File: src/rtl/oven_pkg.sv
// Shared types and constants for the oven front-panel input logic.
// The power and time selections advance cyclically through these state sequences.
package oven_pkg;

  localparam int unsigned DB_CNT_DEFAULT = 4;

  typedef enum logic [1:0] {PWR_NONE, PWR_FULL, PWR_HALF} power_e;
  typedef enum logic [1:0] {T_NONE, T_30, T_60, T_120} time_e;

  // Bit positions of the debounced inputs; buttons first, door switch last.
  localparam int unsigned BTN_POWER  = 0;
  localparam int unsigned BTN_TIME   = 1;
  localparam int unsigned BTN_START  = 2;
  localparam int unsigned BTN_CANCEL = 3;
  localparam int unsigned NUM_BTN    = 4;
  localparam int unsigned IN_DOOR    = 4;

  function automatic power_e power_next(input power_e cur);
    case (cur)
      PWR_NONE: return PWR_FULL;
      PWR_FULL: return PWR_HALF;
      default:  return PWR_FULL;
    endcase
  endfunction

  function automatic time_e time_next(input time_e cur);
    case (cur)
      T_NONE:  return T_30;
      T_30:    return T_60;
      T_60:    return T_120;
      default: return T_30;
    endcase
  endfunction

endpackage

File: src/rtl/debounce.sv
// Two-flop synchronizer followed by a debouncer: the level flips only after the
// synchronized input has disagreed with it for DB_CNT consecutive cycles.
module debounce #(
  parameter int unsigned DB_CNT = 4
) (
  input  logic i_clk,
  input  logic i_rst,
  input  logic i_raw,
  output logic o_level
);

  localparam logic [7:0] CNT_LAST = 8'(DB_CNT - 1);

  logic [1:0] r_sync;
  logic [7:0] r_cnt;
  logic       r_level;

  always_ff @(posedge i_clk or posedge i_rst) begin
    if (i_rst) begin
      r_sync <= '0;
    end else begin
      r_sync <= {r_sync[0], i_raw};
    end
  end

  // Any cycle where the input agrees with the level restarts the count.
  always_ff @(posedge i_clk or posedge i_rst) begin
    if (i_rst) begin
      r_cnt   <= '0;
      r_level <= 1'b0;
    end else if (r_sync[1] == r_level) begin
      r_cnt <= '0;
    end else if (r_cnt == CNT_LAST) begin
      r_cnt   <= '0;
      r_level <= r_sync[1];
    end else begin
      r_cnt <= r_cnt + 8'd1;
    end
  end

  assign o_level = r_level;

endmodule

File: src/rtl/panel_input_ctrl.sv
// Oven front panel: debounces the buttons and door switch, turns button presses
// into power/time selections and a cook request, and clears them on cancel/finish.
module panel_input_ctrl
  import oven_pkg::*;
#(
  parameter int unsigned DB_CNT = DB_CNT_DEFAULT
) (
  input  logic clk,
  input  logic reset,
  input  logic btn_power,
  input  logic btn_time,
  input  logic btn_start,
  input  logic btn_cancel,
  input  logic door_sw,
  input  logic finished,
  output logic full_power,
  output logic half_power,
  output logic s30,
  output logic s60,
  output logic s120,
  output logic time_set,
  output logic start,
  output logic door_open
);

  localparam logic [9:0] BOOT_LEN = 10'(DB_CNT + 3);

  logic [NUM_BTN:0]   w_raw;
  logic [NUM_BTN:0]   w_lvl;
  logic [NUM_BTN-1:0] r_hist;
  logic [NUM_BTN-1:0] w_press;
  logic [9:0]         r_boot;
  logic               w_boot_done;
  logic               r_fin_q;
  logic               w_fin_edge;
  logic               w_start_ok;

  power_e r_pwr;
  power_e w_pwr_nxt;
  time_e  r_time;
  time_e  w_time_nxt;
  logic   r_start;
  logic   w_start_nxt;

  assign w_raw = {door_sw, btn_cancel, btn_start, btn_time, btn_power};

  for (genvar g = 0; g <= NUM_BTN; g = g + 1) begin : g_db
    debounce #(.DB_CNT(DB_CNT)) u_db (
      .i_clk  (clk),
      .i_rst  (reset),
      .i_raw  (w_raw[g]),
      .o_level(w_lvl[g])
    );
  end

  // Presses are masked until every debouncer has settled on the input level it
  // saw at reset release, so a button held through reset never reads as a press.
  always_ff @(posedge clk or posedge reset) begin
    if (reset) begin
      r_hist  <= '0;
      r_boot  <= '0;
      r_fin_q <= 1'b0;
    end else begin
      r_hist  <= w_lvl[NUM_BTN-1:0];
      r_fin_q <= finished;
      if (!w_boot_done) begin
        r_boot <= r_boot + 10'd1;
      end
    end
  end

  assign w_boot_done = (r_boot == BOOT_LEN);
  assign w_press     = w_lvl[NUM_BTN-1:0] & ~r_hist & {NUM_BTN{w_boot_done}};
  assign w_fin_edge  = finished & ~r_fin_q;
  assign w_start_ok  = !r_start && (r_pwr != PWR_NONE) && (r_time != T_NONE)
                       && !w_lvl[IN_DOOR];

  always_ff @(posedge clk or posedge reset) begin
    if (reset) begin
      r_pwr   <= PWR_NONE;
      r_time  <= T_NONE;
      r_start <= 1'b0;
    end else begin
      r_pwr   <= w_pwr_nxt;
      r_time  <= w_time_nxt;
      r_start <= w_start_nxt;
    end
  end

  // Priority: cancel, then finish edge, then start, then selections (locked while cooking).
  always_comb begin
    w_pwr_nxt   = r_pwr;
    w_time_nxt  = r_time;
    w_start_nxt = r_start;
    if (w_press[BTN_CANCEL]) begin
      w_pwr_nxt   = PWR_NONE;
      w_time_nxt  = T_NONE;
      w_start_nxt = 1'b0;
    end else if (w_fin_edge) begin
      w_time_nxt  = T_NONE;
      w_start_nxt = 1'b0;
    end else if (w_press[BTN_START] && w_start_ok) begin
      w_start_nxt = 1'b1;
    end else if (!r_start) begin
      if (w_press[BTN_POWER]) begin
        w_pwr_nxt = power_next(r_pwr);
      end
      if (w_press[BTN_TIME]) begin
        w_time_nxt = time_next(r_time);
      end
    end
  end

  assign full_power = (r_pwr == PWR_FULL);
  assign half_power = (r_pwr == PWR_HALF);
  assign s30        = (r_time == T_30);
  assign s60        = (r_time == T_60);
  assign s120       = (r_time == T_120);
  assign time_set   = (r_time != T_NONE);
  assign start      = r_start;
  assign door_open  = w_lvl[IN_DOOR];

endmodule

File: config.mk
export PLATFORM = sky130hd
export DESIGN_NAME = panel_input_ctrl
export DESIGN_NICKNAME = d
export VERILOG_FILES = /design/src/rtl/oven_pkg.sv /design/src/rtl/debounce.sv /design/src/rtl/panel_input_ctrl.sv
export SDC_FILE = /design/constraint.sdc
export NUM_CORES = 1
export LEC_CHECK = 0
export ABC_AREA = 1
export CORE_MARGIN = 2
export CORE_UTILIZATION = 47
export DETAILED_ROUTE_END_ITERATION = 16
export PLACE_DENSITY = 0.7
export SLEW_MARGIN = 20
export SYNTH_ARGS = -nofsm -noshare
export SYNTH_HDL_FRONTEND = slang
export SYNTH_HIERARCHICAL = 1
export SYNTH_SLANG_ARGS = --single-unit
File: constraint.sdc
create_clock -name clk -period 1.61 [get_ports clk]
set_input_delay 0.4025 -clock clk [delete_from_list [all_inputs] [get_ports clk]]
set_output_delay 0.4025 -clock clk [all_outputs]
set_load 0.1 [all_outputs]
==> summary.md, run 1 <==
| Metric | Value |
|---|---|
| Failing checks | setup timing |
| Gr busiest metal | met2 |
| Pre-CTS WS | 119 ps |
| Clock buffer depth | 2 |
| Launching point of the worst reg2reg path | r_boot[0] |
| Internal Pwr Total | 3.92 mW |
| Critical path launch point type | flop |
| Comb power frac | 0.333 |
| Final Max Tran Viols | 0 |
| DRC Markers | 0 |
| # diodes | 0 |
| Max VDD drop | 1.02 mV |
| Crit path max fanout | 3 |
| Synth cell count leaders | nand2_1, dfrtp_1, nor2_1, inv_1, nand3_1 |
| DR iter-0 viols | 206 |
| Class of the worst hold path | flop to flop |
| Die Y | 93.2 um |
| DR vias/cell | 4.73 |
| Area growth, synth to finish | 18.5% |
| Fin. Hold Viols | 0 |
| Via count | 2719 |
| Wirelength per Cell | 11.1 um |
| Fillers | 685 |
| Fmax | 0.601 GHz |
| Leak Pwr | 2.12 nW |
| Synth Cell Area | 3740 sq um |
| Slowest stage cell, crit path | dfrtp_1 |
| Num rows | 32 |
| CP arrival | 1260 ps |
| M3 GR Usage | 0.0508 |
| Pin count of the biggest net entering global routing | 21 |
| Final core utilization | 0.574 |
| Hold-fix buffers at CTS | 0 |
| Final Setup Violations | 4 |
| Main synth FF type | dfrtp_1 |
| Top post-synthesis cells by area | dfrtp_1, nand2_1, nor2_1 |
| Post-synth net total | 458 |
| Sequential share of power | 0.403 |
| I/O Buffers | 15 |
| Root Buffer | clkbuf_8 |
| Sw power | 2.22 mW |
| Die ar. | 8690 sq um |
| CP endpoint kind | primary output |
| Clk Latency, worst-skew pair | 350 ps |
| Most common cell in the netlist | nand2_1 |
| Tot Pwr | 6.14 mW |
| Syn Area/Cell | 8.62 sq um |
| Initial antenna violation count | 0 |
| Cell Chain, Critical Path | inv_2 -> ha_4 -> clkinvlp_4 -> buf_12 |
| Yosys warning count | 6 |
| Post-Synthesis Cells | 434 |
| Largest area contributor in the netlist | dfrtp_1 |
| Placed wire-length estimate | 4.70 mm |
| Outcome | finished with violations |
| Total CTS buffers | 9 |
| Number of flops mapped to enable cells by yosys | 0 |
| CP Launch Point | r_time[0] |
| Core Area | 7730 sq um |
| Nets@finish | 492 |
| Final worst slack | -55.0 ps |
| Worst Path Buf+Inv | 3 |
| Crit share post-route | 1.03 |
| # H-tree levels | 3 |
| Post-route ant nets | 0 |
| Global route overflow | 0 |
| Initial Util | 0.484 |
| Hold Crit Start | g_db[0].u_db/r_sync[0] |
| #FFs+latches synth | 75 |
| # IOs | 16 |
| Unique cell type count in the Yosys netlist | 26 |
| Crit path required time | 1210 ps |
| First-pass GRT wire length | 11.6 mm |
| Final Wtd Congestion | 0.795 |
| Total track usage | 0.170 |
| Crit Path Category | flop to primary output |
| Worst Skew | 10.9 ps |
| Worst-Margin Slew | 426 ps |
| Die Span X | 93.2 um |
| Switching Fraction | 0.362 |
| CTS tree | built |
| Hold slack | 349 ps |
| GR Layer Usage met1 | 0.219 |
| Relative slew slack | 0.716 |
| RSZ-0062 raised after global routing | true |
| TritonRoute pass-1 iters | 5 |
| Async SR Flop Fraction | 1.00 |
| M2 GR Usage | 0.270 |
| Yosys top cell area share | 0.502 |
| Clk sink count | 75 |
| Power share of the clock group | 0.264 |
| Share of layout cells above drive strength 1 | 0.159 |
| Final WL | 6.40 mm |
| Clock-pin slew reported for the worst setup and hold paths after clock tree synthesis | 70 ps |
| Pwr dens | 1390 nW/um^2 |
| Vias in the first global route | 2625 |
| Sequential share of the synthesized area | 0.502 |
| Critical Path Max Stage Delay | 410 ps |
| Clock period minus worst slack | 1670 ps |
| Max-cap violations | 0 |
| CP top delay family | flip-flops |
==> sequential cells by signal (all words and copies together) (netlist names) <==
name               cells
r_time                 2
r_boot                10
g_db.u_db/o_level      5
r_hist                 4
r_pwr                  2
g_db.u_db/r_cnt       40
r_fin_q                1
g_db.u_db/r_sync      10
start                  1
==> worst paths after layout <==
check                      slack, ps  cells past startpoint                endpoint
setup / recovery                 -60                      4                time_set
hold / removal                   350                      0  g_db[0].u_db/r_sync[1]
setup reg to reg                 130                      4               r_boot[1]
hold reg to reg                  350                      0  g_db[0].u_db/r_sync[1]
max in group asynchronous        770                      2   g_db[0].u_db/r_cnt[4]
min in group asynchronous        520                      3   g_db[4].u_db/r_cnt[1]
==> power by group through the flow <==
stage,clock network [mW],registers [mW],logic [mW]
5_1_grt,1.75,2.53,2.28
3_5_place_dp,0,2.53,1.92
6_report,1.62,2.48,2.05
3_3_place_gp,0,2.51,1.89
2_1_floorplan,0,2.56,1.30
4_1_cts,1.68,2.48,2.03
==> cell usage in the layout, fill, tap and decap left out, types with 3 or more instances in the layout <==
| cell type | synthesis | routed |
|---|---|---|
| a21oi_1 | 8 | 8 |
| and2_4 | 5 | 5 |
| buf_12 | 0 | 8 |
| buf_4 | 0 | 9 |
| clkbuf_8 | 0 | 11 |
| clkdlybuf4s50_1 | 0 | 7 |
| dfrtp_1 | 75 | 74 |
| ha_1 | 16 | 12 |
| inv_1 | 66 | 62 |
| inv_2 | 1 | 4 |
| nand2_1 | 85 | 85 |
| nand2_2 | 11 | 11 |
| nand3_1 | 32 | 32 |
| nand4_1 | 4 | 4 |
| nor2_1 | 72 | 70 |
| nor2_2 | 8 | 8 |
| nor2_4 | 1 | 3 |
| nor3_1 | 3 | 3 |
| nor3b_1 | 5 | 5 |
| o21ai_1 | 5 | 5 |
| xnor2_1 | 7 | 7 |
| xor2_1 | 21 | 21 |
==> worst register-to-register path, stage by stage, from the launching register on <==
cell and delay, ps:
dfrtp_1 400, ha_1 260, nand3_2 150, nor2_8 210
mux2_2 350
==> layer usage <==
layer / routed length, um / part of all wire
met1: 3040 / 0.47
met2: 3080 / 0.48
met3: 234 / 0.037
met4: 39 / 0.0061
met5: 0 / 0
==> stage by stage <==
| stage | cell area (sq um) | setup TNS [ps] | cells |
|---|---|---|---|
| after detailed placement | 4130 | 0 | 552 |
| after global placement | 4130 | 0 | 552 |
| after CTS | 4410 | -227 | 572 |
| after floorplan | 3770 | 0 | 434 |
| after global routing | 4430 | -360 | 575 |
| final | 4430 | -158 | 575 |
==> what timing repair did <==
| action | CTS | global route |
|---|---|---|
| resized for setup | 6 | 1 |
| endpoints found under the setup margin | 4 | 6 |
| pin swaps | 1 | 2 |
| buffers inserted | 4 | 3 |
==> final cells by class <==
| class | count | area, sq um | share of cell area |
|---|---|---|---|
| repair buffers | 24 | 298 | 0.0672 |
| clock buffers | 12 | 155 | 0.0350 |
| inverters | 67 | 255 | 0.0576 |
| well taps | 102 | 128 | 0.0288 |
| clock inverters | 4 | 72.6 | 0.0164 |
| flip-flops and latches | 75 | 1880 | 0.424 |
| multi-input cells | 291 | 1650 | 0.371 |
==> logic make-up after synthesis <==
kind of cell	synth area share
compound gates	0.0204
simple gates	0.286
mux	0.00301
xor+xnor	0.0656
buf+inv	0.0702
flops	0.502
fa+ha+maj	0.0535
Power figures use the tool's default switching activity.
==> inputs of run 2 (changes only) <==
CORE_MARGIN = 8   (was 2)
MAX_ROUTING_LAYER = met4   (was not set)
PLACE_DENSITY = 0.73   (was 0.7)
clock period = 1.4 ns   (was 1.61 ns; I/O delays follow)
==> run 2 against run 1 <==
Compared with the run above: the run still ends with setup timing left; critical path type unchanged; clock skew decreased by 1.7 ps; final cell count increased by 1.9%; highest routed layer unchanged; critical path depth unchanged; critical endpoint is now s30; register-to-register slack got worse by 160 ps.
==> summary.md, run 2 (same netlist as run 1, synthesis figures left out) <==
| Metric | Value |
|---|---|
| Area growth, synth to finish | 23.6% |
| Commonest non-fill, non-tap cells in the layout | nand2_1, dfrtp_1, nor2_1, inv_1, nand3_1 |
| Commonest non-fill, non-tap cell in the layout | nand2_1 |
| Crit Path Category | flop to primary output |
| Reg-to-reg endpoint | r_pwr[1] |
| Root Buffer | clkbuf_8 |
| Max VDD drop | 0.925 mV |
| Placed wire-length estimate | 4.94 mm |
| Leak Pwr | 2.20 nW |
| Crit path required time | 1050 ps |
| Reg2Reg Setup Slack | -30 ps |
| CP Launch Point | r_time[1] |
| CP arrival | 1240 ps |
| DR iter-0 viols | 83 |
| Slowest stage cell, crit path | dfrtp_1 |
| Global route overflow | 0 |
| Worst Skew | 9.24 ps |
| Outcome | finished with violations |
| DRC Markers | 0 |
| Initial antenna violation count | 0 |
| First-pass GRT wire length | 12.0 mm |
| Final Setup Violations | 10 |
| Via count | 2764 |
| Total CTS buffers | 9 |
| DP Area | 4240 sq um |
| # H-tree levels | 3 |
| Core Area | 7730 sq um |
| CTS tree | built |
| Final core utilization | 0.598 |
| Clk Latency, worst-skew pair | 340 ps |
| Class of the worst hold path | flop to flop |
| Pre-CTS WS | -77.0 ps |
| Clock period minus worst slack | 1590 ps |
| Die ar. | 11100 sq um |
| Total track usage | 0.136 |
| Critical Path Max Stage Delay | 400 ps |
| TNS Setup | -979 ps |
| Pwr dens | 1550 nW/um^2 |
| Post-route ant nets | 0 |
| TritonRoute pass-1 iters | 4 |
| Fmax | 0.628 GHz |
| Biggest register | g_db.u_db/r_cnt |
| Final WL | 6.91 mm |
| # IOs | 16 |
| Critical path launch point type | flop |
| Hold Crit Depth | 0 |
| Relative slew slack | 0.810 |
| CP endpoint kind | primary output |
| Tot Pwr | 7.17 mW |
| RSZ-0062 raised after global routing | true |
| Failing checks | setup timing |
| Crit path max fanout | 2 |
| Clock buffer depth | 2 |
| Max-cap violations | 0 |
| Crit share post-route | 1.14 |
| Reg2Reg Depth | 9 |
| DR vias/cell | 4.72 |
| Initial Util | 0.484 |
| Num rows | 32 |
| Die Span X | 105 um |
| Vias in the first global route | 2840 |
| Largest regs | g_db.u_db/r_cnt: 40 flops, g_db.u_db/r_sync: 10 flops, r_boot: 10 flops |
| Wirelength per Cell | 11.8 um |
| Clk sink count | 75 |
| Share of layout cells above drive strength 1 | 0.211 |
| Nets@finish | 505 |
| Final worst slack | -192 ps |
| Die Y | 105 um |
| Hold Crit Start | g_db[0].u_db/r_sync[0] |
| Final Max Tran Viols | 0 |
| Fin. Hold Viols | 0 |
| # diodes | 0 |
| Hold Path Sink | g_db[0].u_db/r_sync[1] |
| Final Wtd Congestion | 0.844 |
| Pin count of the biggest net entering global routing | 18 |
| Clock-pin slew reported for the worst setup and hold paths after clock tree synthesis | 70 ps |
| Launching point of the worst reg2reg path | r_time[1] |
| Worst-Margin Slew | 285 ps |
| I/O Buffers | 15 |
| Cell Chain, Critical Path | inv_2 -> buf_6 -> ha_4 -> buf_12 |
| Largest register FFs | 40 |
| Fin area | 4620 sq um |
-- run 2: final cells by class --
class | count | area [sq um]
Timing Repair Buffer | 36 | 408
Clock buffer | 9 | 124
Inverter | 67 | 255
Sequential cell | 75 | 1880
Multi-Input combinational cell | 292 | 1750
Clock inverter | 5 | 80.1
Tap cell | 102 | 128
Fill cell | 637 | 3100
-- run 2: routing by layer --
layer  vias up  GRT usage  wire length, um
li1       1422          -                -
met1      1284      0.156             3170
met2        45      0.223             3360
met4         0     0.0642              140
met5         -          -                0
met3        13     0.0292              234
-- run 2: how the worst max path moves through the flow --
stage	end	slack [ps]	cells after the start
3_3_place_gp	r_pwr[0]	-3	5
2_1_floorplan	time_set	-50	3
3_5_place_dp	r_pwr[1]	-80	4
6_report	s30	-190	4
5_1_grt	time_set	-240	4
4_1_cts	s60	-200	4
-- run 2: worst max-delay path: cells and delay by family, from the launching register on --
kind | cells | cell delay, ps
DFF | 1 | 400
buffers and inverters | 3 | 360
adders and majority gates | 1 | 130
-- run 2: power breakdown --
group | leakage [nW] | total (mW) | internal, mW | switching, mW
Sequential | 0.975 | 2.87 | 2.50 | 0.368
Combinational | 1.13 | 2.56 | 1.01 | 1.54
Clock | 0.0972 | 1.75 | 0.980 | 0.768
-- run 2: metrics by stage --
step                hold WS (ps)  cells
floorplan                    202    434
global placement             332    564
detailed placement           335    564
CTS                          352    581
global route                 357    586
finish                       349    586
-- run 2: timing repair --
item / in CTS / in global routing
hold buffers: 0 / 0
buffers inserted: 3 / 4
setup endpoints to repair: 8 / 22
pin swaps: 1 / 7
gates resized for setup: 10 / 17
cloned: 0 / 1
==> inputs of run 3 (changes only) <==
HOLD_SLACK_MARGIN = 0.03   (was not set)
MAX_ROUTING_LAYER = not set   (was met4)
==> run 3 against run 2 <==
Compared with the run above: final cell count unchanged; die area unchanged; critical endpoint unchanged; highest routed layer unchanged; worst hold slack unchanged; critical path type unchanged; the flow still finishes with violations (setup timing); count of clock-buffer cells in the layout unchanged.
==> summary.md, run 3 (same netlist as run 1, synthesis figures left out) <==
| Metric | Value |
|---|---|
| Crit path max fanout | 2 |
| Clock-pin slew reported for the worst setup and hold paths after clock tree synthesis | 70 ps |
| Fillers | 637 |
| Fin. Hold Viols | 0 |
| Failing checks | setup timing |
| Initial Util | 0.484 |
| Max-cap violations | 0 |
| Worst Path Buf+Inv | 3 |
| CP Launch Point | r_time[1] |
| Hold Crit Start | g_db[0].u_db/r_sync[0] |
| Vias in the first global route | 2840 |
| Post-route ant nets | 0 |
| # H-tree levels | 3 |
| First-pass GRT wire length | 12.0 mm |
| CP arrival | 1240 ps |
| Core Area | 7730 sq um |
| DRC Markers | 0 |
| Launching point of the worst reg2reg path | r_time[1] |
| Global route overflow | 0 |
| Outcome | finished with violations |
| Fin area | 4620 sq um |
| Clock buffer depth | 2 |
| Largest register FFs | 40 |
| TritonRoute pass-1 iters | 4 |
| Critical Path Max Stage Delay | 400 ps |
| # IOs | 16 |
| Hold Crit Depth | 0 |
| Sequential share of power | 0.400 |
| Placed wire-length estimate | 4.94 mm |
| Total CTS buffers | 9 |
| Comb power frac | 0.356 |
| Commonest non-fill, non-tap cells in the layout | nand2_1, dfrtp_1, nor2_1, inv_1, nand3_1 |
| Leak Pwr | 2.20 nW |
| Final Max Tran Viols | 0 |
| Worst Skew | 9.24 ps |
| Cell Chain, Critical Path | inv_2 -> buf_6 -> ha_4 -> buf_12 |
| RSZ-0062 raised after global routing | true |
| Class of the worst hold path | flop to flop |
| Die Span X | 105 um |
| Crit share post-route | 1.14 |
| Die ar. | 11100 sq um |
| Biggest register | g_db.u_db/r_cnt |
| Max VDD drop | 0.924 mV |
| Num rows | 32 |
| Die Y | 105 um |
| Via count | 2764 |
| Crit Path Category | flop to primary output |
| Fmax | 0.628 GHz |
| Power share of the clock group | 0.244 |
| Initial antenna violation count | 0 |
| CTS tree | built |
| Pwr dens | 1550 nW/um^2 |
| Clk Latency, worst-skew pair | 340 ps |
| Final Wtd Congestion | 0.831 |
| Reg2Reg Depth | 9 |
| Crit path required time | 1050 ps |
| CP top delay family | flip-flops |
| Switching Fraction | 0.374 |
| Final Setup Violations | 10 |
| Pin count of the biggest net entering global routing | 18 |
| Inst Count DP | 564 |
| DR iter-0 viols | 78 |
| Final worst slack | -192 ps |
| Reg-to-reg endpoint | r_pwr[1] |
| Sw power | 2.68 mW |
| Internal Pwr Total | 4.49 mW |
| Final WL | 6.91 mm |
| Largest regs | g_db.u_db/r_cnt: 40 flops, g_db.u_db/r_sync: 10 flops, r_boot: 10 flops |
| Root Buffer | clkbuf_8 |
| I/O Buffers | 15 |
| Critical path launch point type | flop |
| Clock period minus worst slack | 1590 ps |
| Reg2Reg Setup Slack | -30 ps |
| Post-Layout Cell Count | 586 |
| DR vias/cell | 4.72 |
| Relative slew slack | 0.810 |
| Total track usage | 0.132 |
| Share of layout cells above drive strength 1 | 0.211 |
| Slowest stage cell, crit path | dfrtp_1 |
| Wirelength per Cell | 11.8 um |
| CP endpoint kind | primary output |
| Hold-fix buffers at CTS | 0 |
| Nets@finish | 505 |
| Worst-Margin Slew | 285 ps |
| # diodes | 0 |
| Area growth, synth to finish | 23.6% |
| Clk sink count | 75 |
| Commonest non-fill, non-tap cell in the layout | nand2_1 |
| Hold Path Sink | g_db[0].u_db/r_sync[1] |
| DP Area | 4240 sq um |
run 3: cell counts in the layout (fill, tap and decap cells not counted):
Identical to the previous run, type by type.
run 3: power by group through the flow:
stage / Sequential, mW / Combinational (mW) / Clock [mW]
finish: 2.87 / 2.56 / 1.75
global route: 2.93 / 2.79 / 1.91
CTS: 2.87 / 2.44 / 1.83
detailed placement: 2.90 / 2.32 / 0
global placement: 2.88 / 2.25 / 0
floorplan: 2.95 / 1.51 / 0
run 3: cell type report:
cell class | count | area [sq um] | share of cell area
tap | 102 | 128 | 0.0276
timing repair buffer | 36 | 408 | 0.0882
clock inverter | 5 | 80.1 | 0.0173
clock buffer | 9 | 124 | 0.0268
sequential | 75 | 1880 | 0.407
multi-input combinational | 292 | 1750 | 0.378
inverter | 67 | 255 | 0.0552
run 3: metrics by stage:
step           hold WS (ps)   util  total power, mW  setup TNS (ps)  worst slack (ps)
2_1_floorplan           202      -             4.46           -54.3             -54.3
3_3_place_gp            332  0.548             5.14           -3.22             -3.22
3_5_place_dp            335  0.548             5.22            -106             -77.0
4_1_cts                 352  0.584             7.14           -1040              -204
5_1_grt                 357  0.598             7.62           -1600              -244
6_report                349  0.598             7.17            -976              -192
run 3: worst max path at each step:
| stage | end | slack, ps | cells past startpoint |
|---|---|---|---|
| after detailed placement | r_pwr[1] | -80 | 4 |
| after global routing | time_set | -240 | 4 |
| final | s30 | -190 | 4 |
| after CTS | s60 | -200 | 4 |
| after floorplan | time_set | -50 | 3 |
| after global placement | r_pwr[0] | -3 | 5 |
run 3: what timing repair did:
item | in CTS | in global routing
pin swaps | 1 | 7
cloned | 0 | 1
setup endpoints to repair | 8 | 22
resized for setup | 10 | 17
setup buffers | 3 | 4
run 3: per-layer routing:
metal | GRT usage | part of all wire | vias up
li1 | - | - | 1422
met1 | 0.155 | 0.46 | 1284
met2 | 0.223 | 0.49 | 45
met3 | 0.0298 | 0.035 | 13
met4 | 0.0642 | 0.020 | 0
met5 | 0 | 0 | -
